[src/rtl/bcd_updown_counter.sv]
`default_nettype none
// ============================================================================
// Module   : bcd_updown_counter
// Brief    : Multi-digit native BCD up/down counter with prescaler, parallel
//            load, wrap detection and per-digit change flags. All outputs
//            are registered.
// Revision : 1.0 - initial release
// ============================================================================
module bcd_updown_counter #(
  parameter int DIGITS          = 3,
  parameter int CLOCKS_PER_STEP = 1,
  parameter int MIN_VALUE       = 0,
  parameter int MAX_VALUE       = 999
) (
  input  logic                  clk,
  input  logic                  rst,
  input  logic                  en,
  input  logic                  up,
  input  logic                  load,
  input  logic [4*DIGITS-1:0]   load_bcd,
  output logic [4*DIGITS-1:0]   bcd,
  output logic                  updated,
  output logic [DIGITS-1:0]     digit_changed,
  output logic                  wrap,
  output logic                  load_err
);

  localparam int BCD_WIDTH = 4 * DIGITS;

  function automatic logic [BCD_WIDTH-1:0] to_bcd(input int value);
    logic [BCD_WIDTH-1:0] r;
    int v;
    r = '0;
    v = value;
    for (int i = 0; i < DIGITS; i++) begin
      r[4*i +: 4] = 4'(v % 10);
      v = v / 10;
    end
    return r;
  endfunction

  function automatic longint pow10(input int n);
    longint p;
    p = 1;
    for (int i = 0; i < n; i++) p = p * 10;
    return p;
  endfunction

  // Digit 9 rolls to 0 and carries into the next digit.
  function automatic logic [BCD_WIDTH-1:0] bcd_inc(input logic [BCD_WIDTH-1:0] v);
    logic [BCD_WIDTH-1:0] r;
    logic                 carry;
    r     = v;
    carry = 1'b1;
    for (int i = 0; i < DIGITS; i++) begin
      if (carry) begin
        if (r[4*i +: 4] == 4'd9) begin
          r[4*i +: 4] = 4'd0;
        end else begin
          r[4*i +: 4] = r[4*i +: 4] + 4'd1;
          carry       = 1'b0;
        end
      end
    end
    return r;
  endfunction

  // Digit 0 rolls to 9 and borrows from the next digit.
  function automatic logic [BCD_WIDTH-1:0] bcd_dec(input logic [BCD_WIDTH-1:0] v);
    logic [BCD_WIDTH-1:0] r;
    logic                 borrow;
    r      = v;
    borrow = 1'b1;
    for (int i = 0; i < DIGITS; i++) begin
      if (borrow) begin
        if (r[4*i +: 4] == 4'd0) begin
          r[4*i +: 4] = 4'd9;
        end else begin
          r[4*i +: 4] = r[4*i +: 4] - 4'd1;
          borrow      = 1'b0;
        end
      end
    end
    return r;
  endfunction

  localparam logic [BCD_WIDTH-1:0] MIN_BCD   = to_bcd(MIN_VALUE);
  localparam logic [BCD_WIDTH-1:0] MAX_BCD   = to_bcd(MAX_VALUE);
  localparam logic [31:0]          STEP_LAST = 32'(CLOCKS_PER_STEP - 1);

  generate
    if (DIGITS < 1 || DIGITS > 8 || CLOCKS_PER_STEP < 1 || MIN_VALUE < 0 ||
        MIN_VALUE > MAX_VALUE || longint'(MAX_VALUE) >= pow10(DIGITS)) begin : g_bad_params
      $error("bcd_updown_counter: invalid DIGITS/CLOCKS_PER_STEP/MIN_VALUE/MAX_VALUE");
    end
  endgenerate

  logic [31:0]          pre;
  logic [31:0]          next_pre;
  logic [BCD_WIDTH-1:0] next_bcd;
  logic [DIGITS-1:0]    next_dc;
  logic                 next_wrap;
  logic                 next_lerr;
  logic                 step;
  logic                 digits_ok;
  logic                 lo_ok;
  logic                 hi_ok;

  // A lower bound of zero is always met; skip the compare to avoid a
  // constant-true unsigned comparison.
  generate
    if (MIN_VALUE == 0) begin : g_lo_zero
      assign lo_ok = 1'b1;
    end else begin : g_lo_cmp
      assign lo_ok = (load_bcd >= MIN_BCD);
    end
  endgenerate

  // With every digit in 0..9, packed BCD compares like the decimal number.
  always_comb begin
    digits_ok = 1'b1;
    for (int i = 0; i < DIGITS; i++) begin
      if (load_bcd[4*i +: 4] > 4'd9) digits_ok = 1'b0;
    end
    hi_ok = (load_bcd <= MAX_BCD);
  end

  // Next count, prescaler and pulse flags; load has priority over a step.
  always_comb begin
    step      = en && (pre == STEP_LAST);
    next_bcd  = bcd;
    next_pre  = pre;
    next_wrap = 1'b0;
    next_lerr = 1'b0;
    if (load) begin
      next_pre = '0;
      if (digits_ok && lo_ok && hi_ok) begin
        next_bcd = load_bcd;
      end else begin
        next_bcd  = MIN_BCD;
        next_lerr = 1'b1;
      end
    end else if (en) begin
      if (step) begin
        next_pre = '0;
        if (up) begin
          if (bcd == MAX_BCD) begin
            next_bcd  = MIN_BCD;
            next_wrap = 1'b1;
          end else begin
            next_bcd = bcd_inc(bcd);
          end
        end else begin
          if (bcd == MIN_BCD) begin
            next_bcd  = MAX_BCD;
            next_wrap = 1'b1;
          end else begin
            next_bcd = bcd_dec(bcd);
          end
        end
      end else begin
        next_pre = pre + 32'd1;
      end
    end
    for (int i = 0; i < DIGITS; i++) begin
      next_dc[i] = (next_bcd[4*i +: 4] != bcd[4*i +: 4]);
    end
  end

  // Register count, prescaler and all one-cycle pulses together.
  always_ff @(posedge clk or negedge rst) begin
    if (!rst) begin
      bcd           <= MIN_BCD;
      pre           <= '0;
      updated       <= 1'b0;
      digit_changed <= '0;
      wrap          <= 1'b0;
      load_err      <= 1'b0;
    end else begin
      bcd           <= next_bcd;
      pre           <= next_pre;
      updated       <= (next_bcd != bcd);
      digit_changed <= next_dc;
      wrap          <= next_wrap;
      load_err      <= next_lerr;
    end
  end

endmodule
`default_nettype wire

[config.mk]
export PLATFORM = sky130hd
export DESIGN_NAME = bcd_updown_counter
export DESIGN_NICKNAME = d
export VERILOG_FILES = /design/src/rtl/bcd_updown_counter.sv
export SDC_FILE = /design/constraint.sdc
export NUM_CORES = 1
export LEC_CHECK = 0
export CAP_MARGIN = 20
export CELL_PAD_IN_SITES_DETAIL_PLACEMENT = 0
export CELL_PAD_IN_SITES_GLOBAL_PLACEMENT = 2
export CORE_MARGIN = 2
export CORE_UTILIZATION = 35
export DETAILED_ROUTE_END_ITERATION = 10
export GPL_TIMING_DRIVEN = 0
export PLACE_DENSITY_LB_ADDON = 0.2
export SLEW_MARGIN = 5
export SYNTH_ARGS = -nofsm -noshare
export SYNTH_HDL_FRONTEND = slang
export SYNTH_SLANG_ARGS = --single-unit
[constraint.sdc]
create_clock -name clk -period 3.6 [get_ports clk]
set_clock_uncertainty 0.1 [all_clocks]
set_input_delay 0.72 -clock clk [delete_from_list [all_inputs] [get_ports clk]]
set_output_delay 0.72 -clock clk [all_outputs]
set_load 0.02 [all_outputs]
After elaboration in Yosys (flattened, before gate mapping) --
Index checks and enable logic that the tools add are counted.
Word-level totals: flip-flop bits (word level) 50, bits of input ports 17, output and inout port bits 18, word-level logic and storage cells 90
Cells by class: add/subtract/negate cells 7, magnitude comparators 4, equality and inequality tests 8, muxes and demuxes 57, reduce and logical (&&, ||, !) cells 8
Operators by type and width (number):
- $mux 32 | 3
- $mux 12 | 7
- $mux 4 | 10
- $mux 1 | 37
- $add 32x1->32 const B | 1
- $logic_not 32->1 | 1
- $add 4x1->4 const B | 3
- $eq 12x12->1 const B | 1
- $eq 4x4->1 const B | 3
- $gt 4x4->1 const B | 3
- $le 12x12->1 const B | 1
- $logic_not 12->1 | 1
- $logic_not 4->1 | 3
- $ne 12x12->1 | 1
- $ne 4x4->1 | 3
- $sub 4x1->4 const B | 3
- $logic_and 1x1->1 | 2
- $reduce_bool 2->1 | 1

Logic depth before layout (Yosys ltp) --
Gate-level depths: netlist of the first run.
word-level depth 20, depth in mapped cells 11, gate-level depth less buffers 9

Worst setup path after synthesis of the first run --
OpenSTA, ideal clock, no wires.
path type register to register, start register bcd[4], end register updated, setup time 131 ps, data arrival time 2541 ps, data required time 3369 ps, setup slack 827 ps, cell stages (with the launch flop) 11, path buffers 1, clock period less this slack 2773 ps, path through dfrtp_1 -> clkbuf_1 -> inv_1 -> ha_1 -> nor3b_2 -> o211ai_1 -> a21oi_1 -> a221oi_2 -> a311oi_1 -> or3_1 -> or3_1
Between the ends: word-level cells in the longest chain between the ends 15, elaborated cells between the ends (all ways) 33, those cells by class add/sub (2); eq/ne (3); mux (26); reduce/logical (2)
Ends and longest elaborated chain:
- from (decl) | line 21 | output logic [4*DIGITS-1:0] bcd,
- from (signal assigned) | line 180 | bcd <= next_bcd;
- $eq 4x4->1 or $logic_not 4->1 (tied branches) | line 57, 76
- $mux 1, on equally long branches | line 57, 76
- $mux 1, on equally long branches | line 56, 75
- $mux 1, on equally long branches | line 147, 154
- $mux 1 | line 146 | if (up) begin
- $mux 1 | line 144 | if (step) begin
- $mux 1 | line 143 | end else if (en) begin
- $mux 1 | line 135 | if (load) begin
- $mux 4, on equally long branches | line 56, 75
- $mux 12, on equally long branches | line 147, 154
- $mux 12 | line 146
- $mux 12 | line 144
- $mux 12 | line 143
- $mux 12 | line 135
- $ne 12x12->1 * | line 182 | updated <= (next_bcd != bcd);
- to (signal assigned) | line 182
- to (decl) | line 22 | output logic updated,
Mark *: on every way between the ends. The rest lies on a longest branch, timed or not. The select of a mux whose other input is x is not followed. A chain may end at the register's enable or synchronous reset.

Worst setup path after layout of the first run --
start input load_bcd[10], end register updated
Between the ends: word-level cells in the longest chain between the ends 6, elaborated cells between the ends (all ways) 7, those cells by class order compare (2); eq/ne (1); mux (3); reduce/logical (1)
Ends and longest elaborated chain:
- from (decl) | line 20 | input logic [4*DIGITS-1:0] load_bcd,
- parallel branches: the longest is 3 deep, another holds $le 12x12->1
- $mux 12 * | line 137 | if (digits_ok && lo_ok && hi_ok) begin
- $mux 12 * | line 135
- $ne 12x12->1 * | line 182
Every way passes the cells marked *.

==> flow_summary.yaml, run 1 <==
critical_path:
  reg2reg_from: "bcd[0]"
  crit_start: "load_bcd[10]"
  path_cells: "clkdlybuf4s50_1 > o21ai_0 > and3_1 > clkbuf_1 > buf_2 > nand3_1 > a31oi_1 > o311ai_0 > or3_1"
  end_kind: "register"
  r2r_slack_ns: 0.35
  cp_slowest_cell: "clkdlybuf4s50_1"
  cp.required_ns: 3.69
  crit_path_max_incr_delay_ns: 0.51
  critPathMaxFanout: 10
  crit_end: "updated"
  reg2reg_to: "updated"
  start_kind: "input pin"
  crit_type: "in2reg"
  critPathArrivalTime_ns: 3.55
  r2r_cells: 10
logic_synthesis:
  synthCells: 419
  synth.avg_cell_area_um2: 8.40
  async_reset_ff_frac: 1.00
  synthFlopType: "dfrtp_1"
  syn_area_mm2: 0.00352
  synth_edf_count: 0
  yosysSeqAreaShare: 0.356
  yosysUniqueCellTypes: 60
  ys_seq_elements: 50
  synth_nets: 447
  yosys_warnings: 0
drt:
  viasPerCell: 5.47
  num_vias: 3249
  drt_iter0_drc: 201
  avgRoutedWirePerCell_um: 16.9
  drt_wl_total_mm: 10.0
  drt_pass1_iterations: 5
  drc_errors: 0
  ant_nets: 0
clock_network:
  clk_pin_slew_ns: 0.11
  cts_buffers: 5
  h-tree-depth: 2
  cts_max_path_buffers: 2
  clock_latency_ns: 0.31
  root_buffer: "clkbuf_8"
  cts_tree: "built"
  cts_resized: 0
  postCtsHoldBufs: 0
  clock_sinks: 50
  post-cts-setup-buffers: 0
final_layout:
  diodes: 0
  postLayoutCellArea_mm2: 0.00414
  drive_gt1_frac: 0.0672
  num-fill-cells: 1041
  post-route-util: 0.424
  area_growth_pct: 17.7
  nNetsFinal: 488
  fin_cells: 594
min_path:
  hp-class: "in2async"
grt:
  globalRoute.totalOverflow: 0
  grtUsageTotal: 0.187
  grt_pass1_vias: 3107
  grt_pass1_wl_mm: 16.5
  antenna_found_initial: 0
  grt_max_degree: 35
power:
  p_int_mw: 0.990
  power_switching_share: 0.344
  p_leak_nw: 1.65
  seq_power_share: 0.406
  ir_worst_vdd_uv: 156
  finalPower_mw: 1.51
  power.density_mw_per_mm2: 365
  clock_power_share: 0.272
  combPwrFrac: 0.322
  p_switching_mw: 0.520
run:
  max_cap_violations: 0
sta:
  report.final.slew_viol_count: 0
  max-slew-margin-rel: 0.420
  holdWs_ns: 0.246
  rsz0062_at_grt: "false"
  worst_slew_pin_slew_ns: 0.859
  setup_viol: 0
  timing.setup.tns_ns: 0
  finalCriticalPeriod_ns: 3.45
  layout_setup_ws_ns: 0.149
  fmax_ghz: 0.290
  hold_viol_final: 0
  fin_crit_sh: 0.958
die:
  die_y_um: 104
  core_mm2: 0.00977
  rows: 36
  die_w_um: 104
  ios: 35
  start_util: 0.360
  die-area_mm2: 0.0109
placement:
  dpl.hpwl_mm: 7.43
  port-buffer-count: 33
  globalplace.congestion: 0.844
  dp.cells: 586
  dp_slack_ns: -0.116
  dpl_cell_area_mm2: 0.00403
run_status:
  status: "finished clean"
[kinds of logic (layout without fill, tap and decap cells)]
kind of cell | Yosys count | in the layout | share of synthesized area
multiplexers | 6 | 6 | 0.0174
AO/OA/AOI/OAI | 95 | 95 | 0.177
XOR/XNOR | 36 | 36 | 0.0896
buffers and inverters | 38 | 80 | 0.0469
adder cells (fa/ha/maj) | 11 | 11 | 0.0391
flip-flops | 50 | 50 | 0.356
AND/OR/NAND/NOR | 183 | 183 | 0.274
[power groups by stage]
stage | Combinational, mW | Sequential [mW] | Clock [mW]
after global placement | 0.483 | 0.625 | 0
after detailed placement | 0.484 | 0.625 | 0
after floorplan | 0.276 | 0.652 | 0
after CTS | 0.487 | 0.615 | 0.419
final | 0.486 | 0.614 | 0.411
after global routing | 0.534 | 0.618 | 0.444
[registers in the layout (all words and copies together), names as in the netlist]
register / count
wrap: 1
bcd: 12
digit_changed: 3
pre: 32
updated: 1
load_err: 1
[critical path, delay by kind of cell]
kind / cells / cell delay, ns
AO/OA/AOI/OAI: 3 / 0.97
AND/OR/NAND/NOR: 3 / 0.76
buffers and inverters: 3 / 1.09
[cell usage in the layout (no fill, tap or decap), types with 12 or more instances in the layout]
| cell | n |
|---|---|
| a21oi_1 | 22 |
| clkbuf_1 | 14 |
| clkdlybuf4s50_1 | 32 |
| dfrtp_1 | 50 |
| inv_1 | 12 |
| nand2_1 | 34 |
| nand3_1 | 32 |
| nand4_1 | 13 |
| nor2_1 | 50 |
| o21ai_0 | 24 |
| xnor2_1 | 13 |
| xor2_1 | 23 |
[synth_stat cells (8+ instances only)]
cell type / n / share of area
nand4_1: 13 / 0.023
nand2_1: 34 / 0.036
ha_1: 11 / 0.039
xnor2_1: 13 / 0.032
nor4_1: 8 / 0.014
a21oi_1: 22 / 0.031
and3_1: 9 / 0.016
clkbuf_1: 13 / 0.014
xor2_1: 23 / 0.057
nor2_1: 50 / 0.053
buf_2: 9 / 0.013
o21ai_0: 24 / 0.034
nand3_1: 32 / 0.046
dfrtp_1: 50 / 0.36
inv_1: 12 / 0.013
[worst min path at each step]
stage	endpoint	slack (ns)	from	cells after the start
detailed placement	pre[31]	0.43	pre[31]	2
finish	wrap	0.25	rst	1
CTS	digit_changed[0]	0.26	rst	1
global placement	pre[31]	0.43	pre[31]	2
global route	pre[26]	0.26	rst	1
floorplan	bcd[0]	0.32	rst	0
[area by class of cell]
cell class,instances,area [um^2],share of cell area
Clock buffer,6,72.6,0.0175
Multi-Input combinational cell,331,2100,0.508
Clock inverter,2,37.5,0.00907
Buffer,25,116,0.0281
Sequential cell,50,1250,0.302
Tap cell,133,166,0.0402
Inverter,13,48.8,0.0118
Timing Repair Buffer,34,345,0.0834
[metal layers]
metal | share of wire | GRT usage | up-vias | routed length, um
met2 | 0.48 | 0.315 | 59 | 4820
met5 | 0 | 0 | - | 0
met4 | 0.012 | 0.0454 | 0 | 119
met3 | 0.030 | 0.0207 | 8 | 304
met1 | 0.48 | 0.258 | 1575 | 4790
li1 | - | - | 1607 | -
(Power assumes the default switching activity.)
==> inputs of run 2 (changes only) <==
- GPL_ROUTABILITY_DRIVEN: unset -> 1
==> results of run 2 <==
Same layout as run 1: the final DEF is identical, and so are final timing and power.
==> inputs of run 3 (changes only) <==
- CORE_ASPECT_RATIO: unset -> 1.75
- SKIP_CTS_REPAIR_TIMING: unset -> 1
==> flow_summary.yaml, run 3 (synthesized netlist as in run 1, its figures left out) <==
die:
  die-area_mm2: 0.0109
  die_y_um: 137
  die_w_um: 79.8
  core_mm2: 0.00985
  ios: 35
  rows: 48
  start_util: 0.357
critical_path:
  end_kind: "register"
  cp.required_ns: 3.67
  path_cells: "clkdlybuf4s50_1 > o21ai_0 > and3_1 > clkbuf_1 > buf_2 > nand3_1 > a31oi_1 > o311ai_0 > or3_1"
  crit_path_max_incr_delay_ns: 0.47
  critPathMaxFanout: 10
  start_kind: "input pin"
  crit_type: "in2reg"
  crit_family: "buffers and inverters"
  critPathArrivalTime_ns: 3.46
  cp_slowest_cell: "clkdlybuf4s50_1"
  crit_buf_inv: 3
placement:
  port-buffer-count: 33
  globalplace.congestion: 0.872
  dpl.hpwl_mm: 8.16
  dpl_cell_area_mm2: 0.00402
  dp_slack_ns: -0.101
  dp.cells: 578
clock_network:
  cts_tree: "built"
  clk_pin_slew_ns: 0.07
  clock_latency_ns: 0.29
  cts_max_path_buffers: 2
  h-tree-depth: 2
  cts_buffers: 5
  root_buffer: "clkbuf_16"
  clock_sinks: 50
final_layout:
  drive_gt1_frac: 0.0694
  multi_input_area_mm2: 0.00210
  reg_top3: "pre x32, bcd x12, digit_changed x3"
  most-common-layout-cells: "nor2_1 (50), dfrtp_1 (50), nand2_1 (34)"
  diodes: 0
  num-fill-cells: 1032
  seq_area_mm2: 0.00125
  nNetsFinal: 488
  fin_cells: 586
  largest-register: "pre"
  largest_register_ffs: 32
  postLayoutCellArea_mm2: 0.00419
  area_growth_pct: 19.0
sta:
  worst_slew_pin_slew_ns: 0.705
  report.final.slew_viol_count: 0
  fmax_ghz: 0.294
  max-slew-margin-rel: 0.524
  hold_viol_final: 0
  fin_crit_sh: 0.944
  finalCriticalPeriod_ns: 3.40
  layout_setup_ws_ns: 0.203
  rsz0062_at_grt: "false"
  setup_viol: 0
run:
  max_cap_violations: 0
grt:
  grtUsageTotal: 0.201
  grt_pass1_wl_mm: 16.8
  antenna_found_initial: 0
  grt_pass1_vias: 3234
  grt_max_degree: 34
  globalRoute.totalOverflow: 0
power:
  power.density_mw_per_mm2: 394
  p_leak_nw: 1.68
  finalPower_mw: 1.65
  ir_worst_vdd_uv: 313
drt:
  ant_nets: 0
  viasPerCell: 5.61
  drc_errors: 0
  drt_pass1_iterations: 6
  drt_iter0_drc: 117
  avgRoutedWirePerCell_um: 18.0
  drt_wl_total_mm: 10.6
  num_vias: 3286
run_status:
  status: "finished clean"
min_path:
  hp-class: "in2async"
## run 3: cell types whose count changed in the layout (fill, tap and decap cells not counted)
cell | before | now
clkinv_2 | 0 | 2
clkinvlp_4 | 1 | 0
clkbuf_8 | 5 | 0
clkbuf_16 | 0 | 5
clkbuf_1 | 14 | 13
## run 3: per-stage QoR
step	util	TNS, ns	hold WS (ns)
after global routing	0.425	0	0.297
after detailed placement	0.408	-0.101	0.437
final	0.425	0	0.268
after CTS	0.425	0	0.278
after global placement	0.407	-0.0866	0.426
after floorplan	-	0	0.324
## run 3: cell type report
type,instances,share of cell area
Clock inverter,3,0.00957
Inverter,13,0.0117
Multi-Input combinational cell,331,0.502
Tap cell,125,0.0374
Timing Repair Buffer,34,0.0825
Clock buffer,5,0.0299
Sequential cell,50,0.299
Buffer,25,0.0278
## run 3: power breakdown
part	leakage, nW	internal, mW	switching, mW
registers	0.675	0.589	0.0262
clock network	0.0836	0.326	0.215
logic	0.924	0.195	0.297
## run 3: worst paths after layout
path                       cells past startpoint         from  slack, ns      end
hold / removal                                 1          rst       0.27  pre[29]
setup / recovery                               9  load_bcd[2]       0.20  updated
hold reg to reg                                2      pre[31]       0.46  pre[31]
max in group asynchronous                      2          rst       2.60  bcd[10]
min in group clk                               2      pre[31]       0.46  pre[31]
setup reg to reg                              10       bcd[0]       0.39  updated
## run 3: layer usage
metal  up-vias  track usage  wire [um]  part of all wire
met1      1599        0.223       4170              0.39
met5         -            0          0                 0
met2        76        0.384       5820              0.55
met3        19       0.0139        253             0.024
met4         0       0.0857        325             0.031
li1       1592            -          -                 -
